===== src/rtl/timer_regs.sv =====
// Timer register bank: APB control/status registers, 64-bit count, 64-bit compare and the interrupt.
// Every APB access takes one wait state; a TCR write that would retune a running timer is refused with pslverr.
module timer_regs #(
  parameter int          ADDR_W  = 12,
  parameter logic [63:0] CNT_RST = 64'h0
) (
  input  logic              clk,
  input  logic              rst_n,
  input  logic              psel,
  input  logic              penable,
  input  logic              pwrite,
  input  logic [ADDR_W-1:0] paddr,
  input  logic [31:0]       pwdata,
  input  logic [3:0]        pstrb,
  output logic [31:0]       prdata,
  output logic              pready,
  output logic              pslverr,
  input  logic              cnt_en,
  input  logic              halt_ack,
  output logic              timer_en,
  output logic              div_en,
  output logic [3:0]        div_val,
  output logic              halt_req,
  output logic              tim_int
);

  localparam logic [2:0] OFS_TCR   = 3'd0;
  localparam logic [2:0] OFS_TDR0  = 3'd1;
  localparam logic [2:0] OFS_TDR1  = 3'd2;
  localparam logic [2:0] OFS_TCMP0 = 3'd3;
  localparam logic [2:0] OFS_TCMP1 = 3'd4;
  localparam logic [2:0] OFS_TIER  = 3'd5;
  localparam logic [2:0] OFS_TISR  = 3'd6;
  localparam logic [2:0] OFS_THCSR = 3'd7;

  logic [2:0]  ofs;
  logic        access_wait;
  logic        commit;
  logic [31:0] wmask;
  logic [31:0] rd_mux;
  logic [63:0] cnt;
  logic [63:0] cmp;
  logic        int_en;
  logic        int_st;
  logic        new_en;
  logic        new_div_en;
  logic [3:0]  new_div_val;
  logic        tcr_err;
  logic        we_tcr;
  logic        we_tdr0;
  logic        we_tdr1;
  logic        we_tcmp0;
  logic        we_tcmp1;
  logic        we_tier;
  logic        we_tisr;
  logic        we_thcsr;
  logic        unused_paddr;

  function automatic logic [31:0] merge(input logic [31:0] old, input logic [31:0] data,
                                        input logic [31:0] mask);
    return (old & ~mask) | (data & mask);
  endfunction

  assign ofs          = paddr[4:2];
  assign unused_paddr = ^{paddr[ADDR_W-1:5], paddr[1:0]};
  assign wmask        = {{8{pstrb[3]}}, {8{pstrb[2]}}, {8{pstrb[1]}}, {8{pstrb[0]}}};

  // First access cycle samples read data / error; the following pready cycle commits writes.
  assign access_wait = psel & penable & ~pready;
  assign commit      = psel & penable & pready & pwrite;

  assign new_en      = pstrb[0] ? pwdata[0]    : timer_en;
  assign new_div_en  = pstrb[0] ? pwdata[1]    : div_en;
  assign new_div_val = pstrb[1] ? pwdata[11:8] : div_val;
  assign tcr_err     = (new_div_val > 4'd8) ||
                       (timer_en && ((new_div_en != div_en) || (new_div_val != div_val)));

  // pslverr holds the error verdict for this very transfer during the commit cycle.
  assign we_tcr   = commit && (ofs == OFS_TCR) && !pslverr;
  assign we_tdr0  = commit && (ofs == OFS_TDR0);
  assign we_tdr1  = commit && (ofs == OFS_TDR1);
  assign we_tcmp0 = commit && (ofs == OFS_TCMP0);
  assign we_tcmp1 = commit && (ofs == OFS_TCMP1);
  assign we_tier  = commit && (ofs == OFS_TIER);
  assign we_tisr  = commit && (ofs == OFS_TISR);
  assign we_thcsr = commit && (ofs == OFS_THCSR);

  always_comb begin
    rd_mux = 32'h0;
    case (ofs)
      OFS_TCR:   rd_mux = {20'h0, div_val, 6'h0, div_en, timer_en};
      OFS_TDR0:  rd_mux = cnt[31:0];
      OFS_TDR1:  rd_mux = cnt[63:32];
      OFS_TCMP0: rd_mux = cmp[31:0];
      OFS_TCMP1: rd_mux = cmp[63:32];
      OFS_TIER:  rd_mux = {31'h0, int_en};
      OFS_TISR:  rd_mux = {31'h0, int_st};
      OFS_THCSR: rd_mux = {30'h0, halt_ack, halt_req};
      default:   rd_mux = 32'h0;
    endcase
  end

  always_ff @(posedge clk or negedge rst_n) begin
    if (!rst_n) begin
      pready  <= 1'b0;
      prdata  <= 32'h0;
      pslverr <= 1'b0;
    end else begin
      pready  <= access_wait;
      prdata  <= (access_wait && !pwrite) ? rd_mux : 32'h0;
      pslverr <= access_wait && pwrite && (ofs == OFS_TCR) && tcr_err;
    end
  end

  always_ff @(posedge clk or negedge rst_n) begin
    if (!rst_n) begin
      timer_en <= 1'b0;
      div_en   <= 1'b0;
      div_val  <= 4'd1;
      int_en   <= 1'b0;
      halt_req <= 1'b0;
      cmp      <= 64'hFFFF_FFFF_FFFF_FFFF;
    end else begin
      if (we_tcr) begin
        timer_en <= new_en;
        div_en   <= new_div_en;
        div_val  <= new_div_val;
      end
      if (we_tcmp0) cmp[31:0]  <= merge(cmp[31:0], pwdata, wmask);
      if (we_tcmp1) cmp[63:32] <= merge(cmp[63:32], pwdata, wmask);
      if (we_tier && pstrb[0])  int_en   <= pwdata[0];
      if (we_thcsr && pstrb[0]) halt_req <= pwdata[0];
    end
  end

  // Disabling the timer clears the count; a software write suppresses that cycle's increment.
  always_ff @(posedge clk or negedge rst_n) begin
    if (!rst_n) begin
      cnt <= CNT_RST;
    end else if (we_tcr && timer_en && !new_en) begin
      cnt <= CNT_RST;
    end else if (we_tdr0) begin
      cnt[31:0] <= merge(cnt[31:0], pwdata, wmask);
    end else if (we_tdr1) begin
      cnt[63:32] <= merge(cnt[63:32], pwdata, wmask);
    end else if (cnt_en) begin
      cnt <= cnt + 64'd1;
    end
  end

  always_ff @(posedge clk or negedge rst_n) begin
    if (!rst_n) begin
      int_st <= 1'b0;
    end else if (cnt == cmp) begin
      int_st <= 1'b1;
    end else if (we_tisr && pstrb[0] && pwdata[0]) begin
      int_st <= 1'b0;
    end
  end

  assign tim_int = int_en & int_st;

endmodule


===== config.mk =====
export PLATFORM = sky130hd
export DESIGN_NAME = timer_regs
export DESIGN_NICKNAME = d
export VERILOG_FILES = /design/src/rtl/timer_regs.sv
export SDC_FILE = /design/constraint.sdc
export NUM_CORES = 1
export LEC_CHECK = 0
export CAP_MARGIN = 15
export CORE_MARGIN = 3
export CORE_UTILIZATION = 59
export CTS_CLUSTER_SIZE = 28
export DETAILED_ROUTE_END_ITERATION = 12
export DONT_BUFFER_PORTS = 1
export PLACE_DENSITY = 0.82
export REMOVE_ABC_BUFFERS = 1
export SETUP_SLACK_MARGIN = 0.2
export SYNTH_ARGS = -nofsm -noshare
export SYNTH_HDL_FRONTEND = slang
export SYNTH_SLANG_ARGS = --single-unit
export TNS_END_PERCENT = 5

===== constraint.sdc =====
create_clock -name clk -period 7 [get_ports clk]
set_input_delay 1.4 -clock clk [delete_from_list [all_inputs] [get_ports clk]]
set_output_delay 1.4 -clock clk [all_outputs]
set_load 0.01 [all_outputs]

# Word-level counts from Yosys, hierarchy flattened
# Index checks and enable logic that the tools add are counted.
[totals] output_inout_bits=42 ram_bits=0 romBits=0 word_cells=87 in_bits=55 regBits=171 latchBits=0 mem_count=0
[op_classes] eq_ne=12 reduce_logical=31 n_bitwise=16 shifts=0 order_cmp=1 mul=0 addsub=1 n_mux=13 n_div=0
[ops] operator="$pmux W32 S8" count=1
[ops] operator="$and A32 B32 Y32" count=5
[ops] operator="$mux W32" count=5
[ops] operator="$mux W64" count=2
[ops] operator="$or A32 B32 Y32" count=4
[ops] operator="$add A64 B1 Y64 const B" count=1
[ops] operator="$eq A64 B64 Y1" count=1
[ops] operator="$not A32 Y32" count=1
[ops] operator="$logic_and A1 B1 Y1" count=20
[ops] operator="$eq A3 B3 Y1 const B" count=4
[ops] operator="$eq A3 B2 Y1 const B" count=2
[ops] operator="$reduce_bool A3 Y1" count=2
[ops] operator="$and A1 B1 Y1" count=5
[ops] operator="$gt A4 B4 Y1 const B" count=1
[ops] operator="$mux W1" count=4
[ops] operator="$mux W4" count=1
[ops] operator="$ne A4 B4 Y1" count=1
[ops] operator="$reduce_and A2 Y1" count=2
[ops] operator="$eq A3 B1 Y1 const B" count=1
[ops] operator="$logic_not A1 Y1" count=3
[ops] operator="$logic_not A3 Y1" count=1
[ops] operator="$ne A3 B2 Y1 const B" count=1
[ops] operator="$logic_or A1 B1 Y1" count=2
[ops] operator="$ne A2 B1 Y1 const B" count=1
[ops] operator="3 further kinds" count=3

# Logic depth before layout (Yosys ltp)
# Gate-level depths: netlist of the first run.
[logic_depth] depth_word=9 ltp_mapped=9 mapped_depth_nobuf=7

# Least setup slack after synthesis of the first run
# Ideal clock, no wire load.
[synth_timing] path_kind="input -> register" start="in paddr[4]" end="reg cnt[57]" required_ns=6.865 slack_ns=3.446 arrival_ns=3.419 setup_time_ns=0.135 stages=8 n_path_buf=2 cell_sequence="clkbuf_1 nor4_1 a211oi_1 or3_1 clkbuf_1 o41ai_1 o41a_1 o22ai_1"
[synth_via] elab_chain_len=7 elab_cells_between_ends=15 cone_classes="3 x eq/ne; 3 x mux; 9 x reduce/logical"
[synth_rtl] item="start: declaration" line="12" rtl="input logic [ADDR_W-1:0] paddr,"
[synth_rtl] item="$logic_not A3 Y1" line="79" rtl="assign we_tcr = commit && (ofs == OFS_TCR) && !pslverr;"
[synth_rtl] item="$logic_and A1 B1 Y1 (2 in series)" line="79"
[synth_rtl] item="$logic_and A1 B1 Y1 (2 in series)" line="140" rtl="end else if (we_tcr && timer_en && !new_en) begin"
[synth_rtl] item="$ne A2 B1 Y1 (no source line) / $reduce_bool A3 Y1 (equally long branches)"
[synth_rtl] item="$reduce_and A2 Y1 (no source line)"
[synth_rtl] item="end signal: assignment" line="145" rtl="cnt[63:32] <= merge(cnt[63:32], pwdata, wmask);"
[synth_rtl] item="end signal: assignment" line="147" rtl="cnt <= cnt + 64'd1;"
[synth_rtl] item="end: declaration" line="41" rtl="logic [63:0] cnt;"
# Several ways; a longest one is shown, not always the timed one. The select of a mux whose other input is x is not followed.
# A chain may end at the register's enable or synchronous reset.

# Worst setup path after layout of the first run
[layout_timing] start="in paddr[3]" end="reg cnt[0]"
[layout_via] elab_chain_len=7 elab_cells_between_ends=14 cone_classes="3 x eq/ne; 2 x mux; 9 x reduce/logical"
[layout_rtl] item="$logic_not A3 Y1" line="79"
[layout_rtl] item="$logic_and A1 B1 Y1 (2 in series)" line="79"
[layout_rtl] item="$logic_and A1 B1 Y1 (2 in series)" line="140"
[layout_rtl] item="$ne A3 B2 Y1 (no source line) / $reduce_bool A3 Y1 (equally long branches)"
[layout_rtl] item="$reduce_and A2 Y1 (no source line)"
[layout_rtl] item="end signal: assignment" line="143" rtl="cnt[31:0] <= merge(cnt[31:0], pwdata, wmask);"
[layout_rtl] item="end signal: assignment" line="147"
# Several ways; a longest one is shown, not always the timed one.

==> insert_results.sql, run 1 <==
INSERT INTO impl_metrics (metric_group, metric, value, unit) VALUES
('floorplan', 'die-width', '139.7', 'microns'),
('timing', 'rsz0062_at_grt', 'no', ''),
('status', 'status', 'complete, no violations', ''),
('floorplan', 'die_height', '139.7', 'microns'),
('setup_path', 'setup.worst_path.class', 'primary input to flop', ''),
('setup_path', 'r2r_slack', '3.68', 'ns'),
('setup_path', 'startpoint_types', 'primary input', ''),
('logic_synthesis', 'synth_area', '10550', 'sq um'),
('clock_tree', 'clk_transition_reported_paths', '0.06', 'ns'),
('place', 'detailed_place.area', '10550', 'sq um'),
('clock_tree', 'cts_buffers', '17', ''),
('finish', 'fraction_of_final_layout_cells_sized_beyond_drive_strength_1', '19.47', '%'),
('timing', 'max_freq', '269.9', 'MHz'),
('logic_synthesis', 'synth_top_area_share', '25.14', '%'),
('finish', 'area_added_between_synthesis_and_finish', '5.608', '%'),
('run', 'drv.max_cap_violation_count', '0', ''),
('clock_tree', 'ctsResizeCount', '0', ''),
('grt', 'grt_max_degree', '172', ''),
('finish', 'finalNetCount', '1132', ''),
('drt', 'avgViaCountPerCell', '7.428', ''),
('clock_tree', 'tritoncts', 'built', ''),
('timing', 'timing.slew.headroom', '23.13', '%'),
('logic_synthesis', 'predominant_post_synthesis_flop_cell', 'sky130_fd_sc_hd__dfrtp_1', ''),
('clock_tree', 'numClockSinks', '171', ''),
('setup_path', 'critical_path.slowest_cell', 'sky130_fd_sc_hd__o21a_1', ''),
('clock_tree', 'post-cts-setup-buffer-count', '0', ''),
('logic_synthesis', 'synth_enable_flop_cells', '0', ''),
('logic_synthesis', 'netlist_instances', '1136', ''),
('place', 'hpwlAfterDp', '23490', 'microns'),
('hold_path', 'worstHoldStart', 'int_en', ''),
('finish', 'finalInstanceArea', '11140', 'sq um'),
('setup_path', 'critPathArrivalTime', '4.01', 'ns'),
('hold_path', 'min-delay-path-class', 'flop to flop', ''),
('logic_synthesis', 'synthArstFlopShare', '100.0', '%'),
('timing', 'timing_worst_slew_pin_value', '1.153', 'ns'),
('logic_synthesis', 'synth_cell_type_count', '81', ''),
('grt', 'number_of_antenna_violations_at_the_first_check_in_global_routing', '0', ''),
('drt', 'drtIter0Drc', '1585', ''),
('place', 'gp_congestion', '1.025', ''),
('logic_synthesis', 'synth_largest_area_cell', 'sky130_fd_sc_hd__dfrtp_1', ''),
('setup_path', 'endpoint_class_of_the_critical_path', 'flop', ''),
('drt', 'routed_wire_length', '34850', 'microns'),
('timing', 'setup_total_negative_slack', '0', 'ns'),
('setup_path', 'r2r_start', 'cnt[0]', ''),
('timing', 'final.period_utilization', '52.93', '%'),
('finish', 'n_antenna_cell', '0', ''),
('grt', 'grt_pass1_vias', '9222', ''),
('grt', 'grt_pass1_wl', '53500', 'microns'),
('clock_tree', 'cts-htree-levels', '4', ''),
('drt', 'drcViolationCount', '0', ''),
('logic_synthesis', 'synth_area_per_cell', '9.289', 'sq um'),
('logic_synthesis', 'synthesis.yosys.warnings', '0', ''),
('grt', 'grtUsageTotal', '35.00', '%'),
('clock_tree', 'clock-root-buffer', 'sky130_fd_sc_hd__clkbuf_16', ''),
('finish', 'final_util', '63.99', '%'),
('pwr', 'powerDensity', '223.5', 'nW/um^2'),
('drt', 'detailroute.via_count', '9761', ''),
('place', 'numPortBuffers', '0', ''),
('setup_path', 'timing.critical_path.fanout_max', '30', ''),
('floorplan', 'io_pins', '97', ''),
('setup_path', 'worst_ep_required_time', '7.30', 'ns'),
('pwr', 'static-leakage-power', '4.268', 'nW'),
('setup_path', 'critical_path.most_common_cell', 'sky130_fd_sc_hd__buf_4', ''),
('clock_tree', 'post_cts_hold_buffer_count', '0', ''),
('logic_synthesis', 'synth_top_area_cells', 'sky130_fd_sc_hd__dfrtp_1 (25%), sky130_fd_sc_hd__dfstp_2 (16%), sky130_fd_sc_hd__mux2_2 (8.0%)', ''),
('drt', 'wire_per_inst', '26.52', 'microns'),
('timing', 'setup_violations', '0', ''),
('setup_path', 'slowest_delay', '0.96', 'ns'),
('clock_tree', 'cts_buffer_depth', '2', ''),
('timing', 'fin_crit', '3.705', 'ns'),
('drt', 'dr.pass1.iters', '10', '');
-- synthesized netlist by cell type (4+ instances only) --
cell type and n:
sky130_fd_sc_hd__nand3_1 40, sky130_fd_sc_hd__and4_1 5, sky130_fd_sc_hd__xnor2_1 17, sky130_fd_sc_hd__nand2_1 62
sky130_fd_sc_hd__a22oi_1 56, sky130_fd_sc_hd__a32oi_1 6, sky130_fd_sc_hd__dfrtp_1 106, sky130_fd_sc_hd__a211oi_1 15
sky130_fd_sc_hd__buf_2 4, sky130_fd_sc_hd__or4_1 5, sky130_fd_sc_hd__nor3_1 31, sky130_fd_sc_hd__and2_1 5
sky130_fd_sc_hd__a21oi_1 87, sky130_fd_sc_hd__o22ai_1 14, sky130_fd_sc_hd__and3_1 12, sky130_fd_sc_hd__buf_1 10
sky130_fd_sc_hd__mux2_2 75, sky130_fd_sc_hd__nor2_1 83, sky130_fd_sc_hd__clkbuf_1 74, sky130_fd_sc_hd__o221ai_1 7
sky130_fd_sc_hd__mux2i_1 21, sky130_fd_sc_hd__a221oi_1 4, sky130_fd_sc_hd__xor2_1 52, sky130_fd_sc_hd__o2bb2ai_1 7
sky130_fd_sc_hd__nor2b_1 4, sky130_fd_sc_hd__nor3b_1 4, sky130_fd_sc_hd__o211ai_1 7, sky130_fd_sc_hd__inv_1 17
sky130_fd_sc_hd__nand2b_1 5, sky130_fd_sc_hd__nand4_1 36, sky130_fd_sc_hd__o31ai_1 7, sky130_fd_sc_hd__o21ai_0 66
sky130_fd_sc_hd__nand3b_1 7, sky130_fd_sc_hd__dfstp_2 65, sky130_fd_sc_hd__a311oi_1 4, sky130_fd_sc_hd__nor4_1 32
sky130_fd_sc_hd__a31oi_1 12
-- cells in the final DEF (no fill, tap or decap), types with 5 or more instances in the layout --
master / synthesis / routed
sky130_fd_sc_hd__dfrtp_1: 106 / 106
sky130_fd_sc_hd__a21oi_1: 87 / 87
sky130_fd_sc_hd__nor2_1: 83 / 81
sky130_fd_sc_hd__mux2_2: 75 / 75
sky130_fd_sc_hd__o21ai_0: 66 / 66
sky130_fd_sc_hd__dfstp_2: 65 / 65
sky130_fd_sc_hd__nand2_1: 62 / 62
sky130_fd_sc_hd__a22oi_1: 56 / 56
sky130_fd_sc_hd__xor2_1: 52 / 52
sky130_fd_sc_hd__nand3_1: 40 / 40
sky130_fd_sc_hd__nand4_1: 36 / 36
sky130_fd_sc_hd__nor4_1: 32 / 32
sky130_fd_sc_hd__nor3_1: 31 / 30
sky130_fd_sc_hd__mux2i_1: 21 / 21
sky130_fd_sc_hd__inv_1: 17 / 17
sky130_fd_sc_hd__xnor2_1: 17 / 17
sky130_fd_sc_hd__clkbuf_16: 0 / 17
sky130_fd_sc_hd__buf_4: 1 / 17
sky130_fd_sc_hd__a211oi_1: 15 / 15
sky130_fd_sc_hd__o22ai_1: 14 / 14
sky130_fd_sc_hd__and3_1: 12 / 12
sky130_fd_sc_hd__a31oi_1: 12 / 12
sky130_fd_sc_hd__o2bb2ai_1: 7 / 7
sky130_fd_sc_hd__o221ai_1: 7 / 7
sky130_fd_sc_hd__o31ai_1: 7 / 7
sky130_fd_sc_hd__o211ai_1: 7 / 7
sky130_fd_sc_hd__nand3b_1: 7 / 7
sky130_fd_sc_hd__a32oi_1: 6 / 6
sky130_fd_sc_hd__and2_1: 5 / 5
sky130_fd_sc_hd__and4_1: 5 / 5
sky130_fd_sc_hd__or4_1: 5 / 5
sky130_fd_sc_hd__nand2b_1: 5 / 5
sky130_fd_sc_hd__clkbuf_1: 74 / 5
-- worst paths after layout --
path / to / cells after the start
hold reg to reg: int_en / 1
max in group asynchronous: asynchronous set/reset pin / 0
hold / removal: int_en / 1
min in group asynchronous: prdata[12] / 0
setup reg to reg: cnt[58] / 7
setup / recovery: cnt[0] / 8
-- final cells by class --
cell class	count	area, sq um
fillers	1451	6272
multi-input cells	851	5718
flip-flops and latches	171	4360
clock buffers	25	485.5
well taps	225	281.5
repair buffers	18	142.6
clock inverters	7	92.59
inverters	17	63.81
-- worst max-delay path, delay by kind of cell --
kind	cells	cell delay (ns)
AO/OA/AOI/OAI	3	1.63
buffers and inverters	2	0.62
AND/OR/NAND/NOR	3	0.34
-- cells by family after synthesis --
group | after synthesis | share of synthesized area [%]
buffers and inverters | 114 | 4.766
and+or+nand+nor | 358 | 17.96
adders and majority gates | 1 | 0.1185
DFF | 171 | 41.32
AOI/OAI and AO/OA | 327 | 20.11
xor gates and xnor gates | 69 | 5.727
muxes | 96 | 9.995
-- where the power goes --
part | switching [mW] | internal, mW | leakage, nW
Clock | 0.396 | 0.553 | 0.273
Combinational | 0.198 | 0.142 | 1.93
Sequential | 0.134 | 1.07 | 2.06
Total | 0.728 | 1.76 | 4.27
-- stage by stage --
stage | power [mW] | hold WS, ns | instances | worst slack, ns
after global placement | 1.521 | 0.5107 | 1281 | 3.077
after detailed placement | 1.534 | 0.5326 | 1281 | 2.995
after CTS | 2.475 | 0.5469 | 1313 | 3.432
final | 2.491 | 0.5414 | 1314 | 3.295
after global routing | 2.567 | 0.5711 | 1314 | 3.277
after floorplan | 1.402 | 0.4790 | 1039 | 1.320
-- per-layer routing --
layer  vias up  part of all wire, %  GRT usage, %
met2       701                   43         50.95
met1      4761                   38         46.60
met5         -                    0             0
met3       133                   15         14.12
li1       4166                    -             -
met4         0                  4.6         14.48
No activity file was read; power rests on OpenSTA's default activity.
==> run 2: changes to the inputs <==
Settings changed: CORE_UTILIZATION 59 to 58, PLACE_DENSITY 0.82 to 0.83.
Clock period 7 ns to 3.1 ns, I/O delays scaled along.
==> run 2 against run 1 <==
The flow now finishes with violations (hold timing). Flip-flop and latch count is the same. Combinational power grew to 2.8 times the previous value. Clock skew down 0.0033 ns. Cell area is 3.9% higher. First-iteration DRC count grew 11%. Utilization is 2.1 points higher. Clock-buffer cell count down 4. Power up 140%. Clock power up 140%. Routed wire length grew 12%. Critical endpoint is now cnt[48].
==> insert_results.sql, run 2 (synthesized netlist as in run 1, its figures left out) <==
INSERT INTO impl_metrics (metric_group, metric, value, unit) VALUES
('timing', 'finClkSkew', '0.01027', 'ns'),
('finish', 'area_added_between_synthesis_and_finish', '9.746', '%'),
('pwr', 'power.switching_fraction', '29.86', '%'),
('floorplan', 'num_rows', '48', ''),
('clock_tree', 'cts_buffers', '17', ''),
('clock_tree', 'insertion_delay', '0.44', 'ns'),
('grt', 'grt_max_degree', '172', ''),
('setup_path', 'r2r_start', 'cnt[8]', ''),
('hold_path', 'min-delay-path-class', 'primary input to asynchronous set/reset pin', ''),
('pwr', 'static-leakage-power', '4.541', 'nW'),
('place', 'hpwlAfterDp', '27750', 'microns'),
('grt', 'grt-ovfl-total', '0', ''),
('timing', 'fin_crit', '2.754', 'ns'),
('status', 'violations', 'hold timing', ''),
('clock_tree', 'numClockSinks', '171', ''),
('timing', 'final_hold_viol_count', '106', ''),
('timing', 'timing_worst_slew_pin_value', '0.8479', 'ns'),
('drt', 'routed_wire_length', '39130', 'microns'),
('pwr', 'intPower', '4.118', 'mW'),
('finish', 'n_antenna_cell', '0', ''),
('grt', 'number_of_antenna_violations_at_the_first_check_in_global_routing', '0', ''),
('grt', 'grt_pass1_wl', '58790', 'microns'),
('setup_path', 'setup.worst_path.class', 'flop to flop', ''),
('floorplan', 'floorplan.initialDensity', '60.17', '%'),
('drt', 'detailroute.via_count', '10080', ''),
('pwr', 'worst_ir_drop_vdd', '0.4990', 'mV'),
('floorplan', 'io_pins', '97', ''),
('finish', 'fraction_of_final_layout_cells_sized_beyond_drive_strength_1', '23.29', '%'),
('place', 'placed_cells', '1330', ''),
('drt', 'drtIter0Drc', '1753', ''),
('drt', 'wire_per_inst', '28.71', 'microns'),
('setup_path', 'worst_ep_required_time', '3.44', 'ns'),
('floorplan', 'design.core.area', '17540', 'sq um'),
('timing', 'setup_violations', '0', ''),
('status', 'status', 'finished with violations', ''),
('setup_path', 'worstRegToRegCells', '6', ''),
('place', 'numPortBuffers', '0', ''),
('drt', 'drcViolationCount', '0', ''),
('timing', 'slew_viol_final', '0', ''),
('clock_tree', 'tritoncts', 'built', ''),
('pwr', 'pwr-share-clk', '38.8', '%'),
('clock_tree', 'clk_transition_reported_paths', '0.07', 'ns'),
('pwr', 'powerDensity', '506.9', 'nW/um^2'),
('grt', 'grt_pass1_vias', '9429', ''),
('pwr', 'power.net_switching', '1.753', 'mW'),
('finish', 'finalNetCount', '1181', ''),
('timing', 'finalHoldWorstSlack', '-0.1220', 'ns'),
('finish', 'layout.cells.most_common_list', 'sky130_fd_sc_hd__dfrtp_1 (106), sky130_fd_sc_hd__a21oi_1 (87), sky130_fd_sc_hd__nor2_1 (81)', ''),
('grt', 'grtUsageTotal', '39.17', '%'),
('setup_path', 'regToRegEndpoint', 'cnt[48]', ''),
('timing', 'rsz0062_at_grt', 'no', ''),
('place', 'gp_congestion', '1.078', ''),
('drt', 'dr.pass1.iters', '6', ''),
('setup_path', 'r2r_slack', '0.35', 'ns'),
('floorplan', 'fp.dieArea', '19850', 'sq um'),
('pwr', 'comb_power_share', '16.0', '%'),
('timing', 'timing.slew.headroom', '42.87', '%'),
('setup_path', 'startpoint_types', 'flop', ''),
('clock_tree', 'cts-htree-levels', '4', ''),
('setup_path', 'critPathArrivalTime', '3.09', 'ns'),
('timing', 'max_freq', '363.1', 'MHz'),
('clock_tree', 'cts_buffer_depth', '2', ''),
('floorplan', 'die-width', '140.9', 'microns'),
('run', 'drv.max_cap_violation_count', '0', ''),
('setup_path', 'timing.critical_path.fanout_max', '5', ''),
('finish', 'layout_commonest_cell', 'sky130_fd_sc_hd__dfrtp_1', ''),
('floorplan', 'die_height', '140.9', 'microns'),
('drt', 'avgViaCountPerCell', '7.395', ''),
('clock_tree', 'clock-root-buffer', 'sky130_fd_sc_hd__clkbuf_16', ''),
('pwr', 'share_seq_of_total_power', '45.2', '%'),
('timing', 'final.period_utilization', '88.85', '%'),
('finish', 'post_route_insts_no_fill', '1363', ''),
('drt', 'drtAntennaViolNets', '0', ''),
('setup_path', 'endpoint_class_of_the_critical_path', 'flop', '');
## run 2: through the flow
step	total power, mW	instance area, sq um	TNS, ns	setup WS (ns)	util (%)
finish	5.871	11580	0	0.3457	66.04
detailed placement	3.561	10940	0	0.2719	62.41
global placement	3.540	10940	0	0.3111	62.41
global route	6.030	11580	0	0.2816	66.04
CTS	5.818	11560	0	0.3467	65.92
floorplan	3.167	10110	-90.28	-1.800	-
## run 2: power groups by stage
stage | Sequential (mW) | Clock, mW | Combinational, mW
6_report | 2.65 | 2.28 | 0.938
5_1_grt | 2.67 | 2.37 | 0.988
4_1_cts | 2.64 | 2.28 | 0.897
3_5_place_dp | 2.68 | 0 | 0.885
3_3_place_gp | 2.66 | 0 | 0.876
2_1_floorplan | 2.65 | 0 | 0.520
## run 2: how the worst max path moves through the flow
stage,depth (start not counted),slack (ns),from,to
6_report,6,0.35,cnt[8],cnt[48]
5_1_grt,6,0.28,cnt[8],cnt[48]
4_1_cts,7,0.35,cnt[19],cnt[58]
3_5_place_dp,7,0.27,paddr[3],cnt[48]
3_3_place_gp,7,0.31,cnt[29],cnt[58]
2_1_floorplan,6,-1.80,paddr[2],cnt[0]
## run 2: cell type report
cell class,count,area [sq um]
Inverter,17,63.81
Sequential cell,171,4360
Multi-Input combinational cell,851,5724
Clock inverter,11,155.1
Timing Repair Buffer,67,535.5
Tap cell,225,281.5
Clock buffer,21,460.4
Fill cell,1395,5956
## run 2: what timing repair did
| item | 4_1_cts | 5_1_grt |
|---|---|---|
| gates resized for setup | 0 | 1 |
| hold endpoints to repair | 106 | 106 |
| endpoints found under the setup margin | 0 | 1 |
| setup buffers | 0 | 0 |
## run 2: critical path, stage by stage (launching register included)
cell	delay (ns)
sky130_fd_sc_hd__dfrtp_1	0.46
sky130_fd_sc_hd__nand3_2	0.18
sky130_fd_sc_hd__or4_4	0.62
sky130_fd_sc_hd__or2_4	0.29
sky130_fd_sc_hd__or4_4	0.57
sky130_fd_sc_hd__o311a_1	0.31
sky130_fd_sc_hd__a311oi_1	0.23
## run 2: metal layers
layer / up-vias / track usage (%) / share of wire, %
li1: 4245 / - / -
met1: 4876 / 57.48 / 40
met2: 837 / 56.55 / 43
met3: 122 / 8.650 / 13
met4: 0 / 15.55 / 4.6
met5: - / 0 / 0
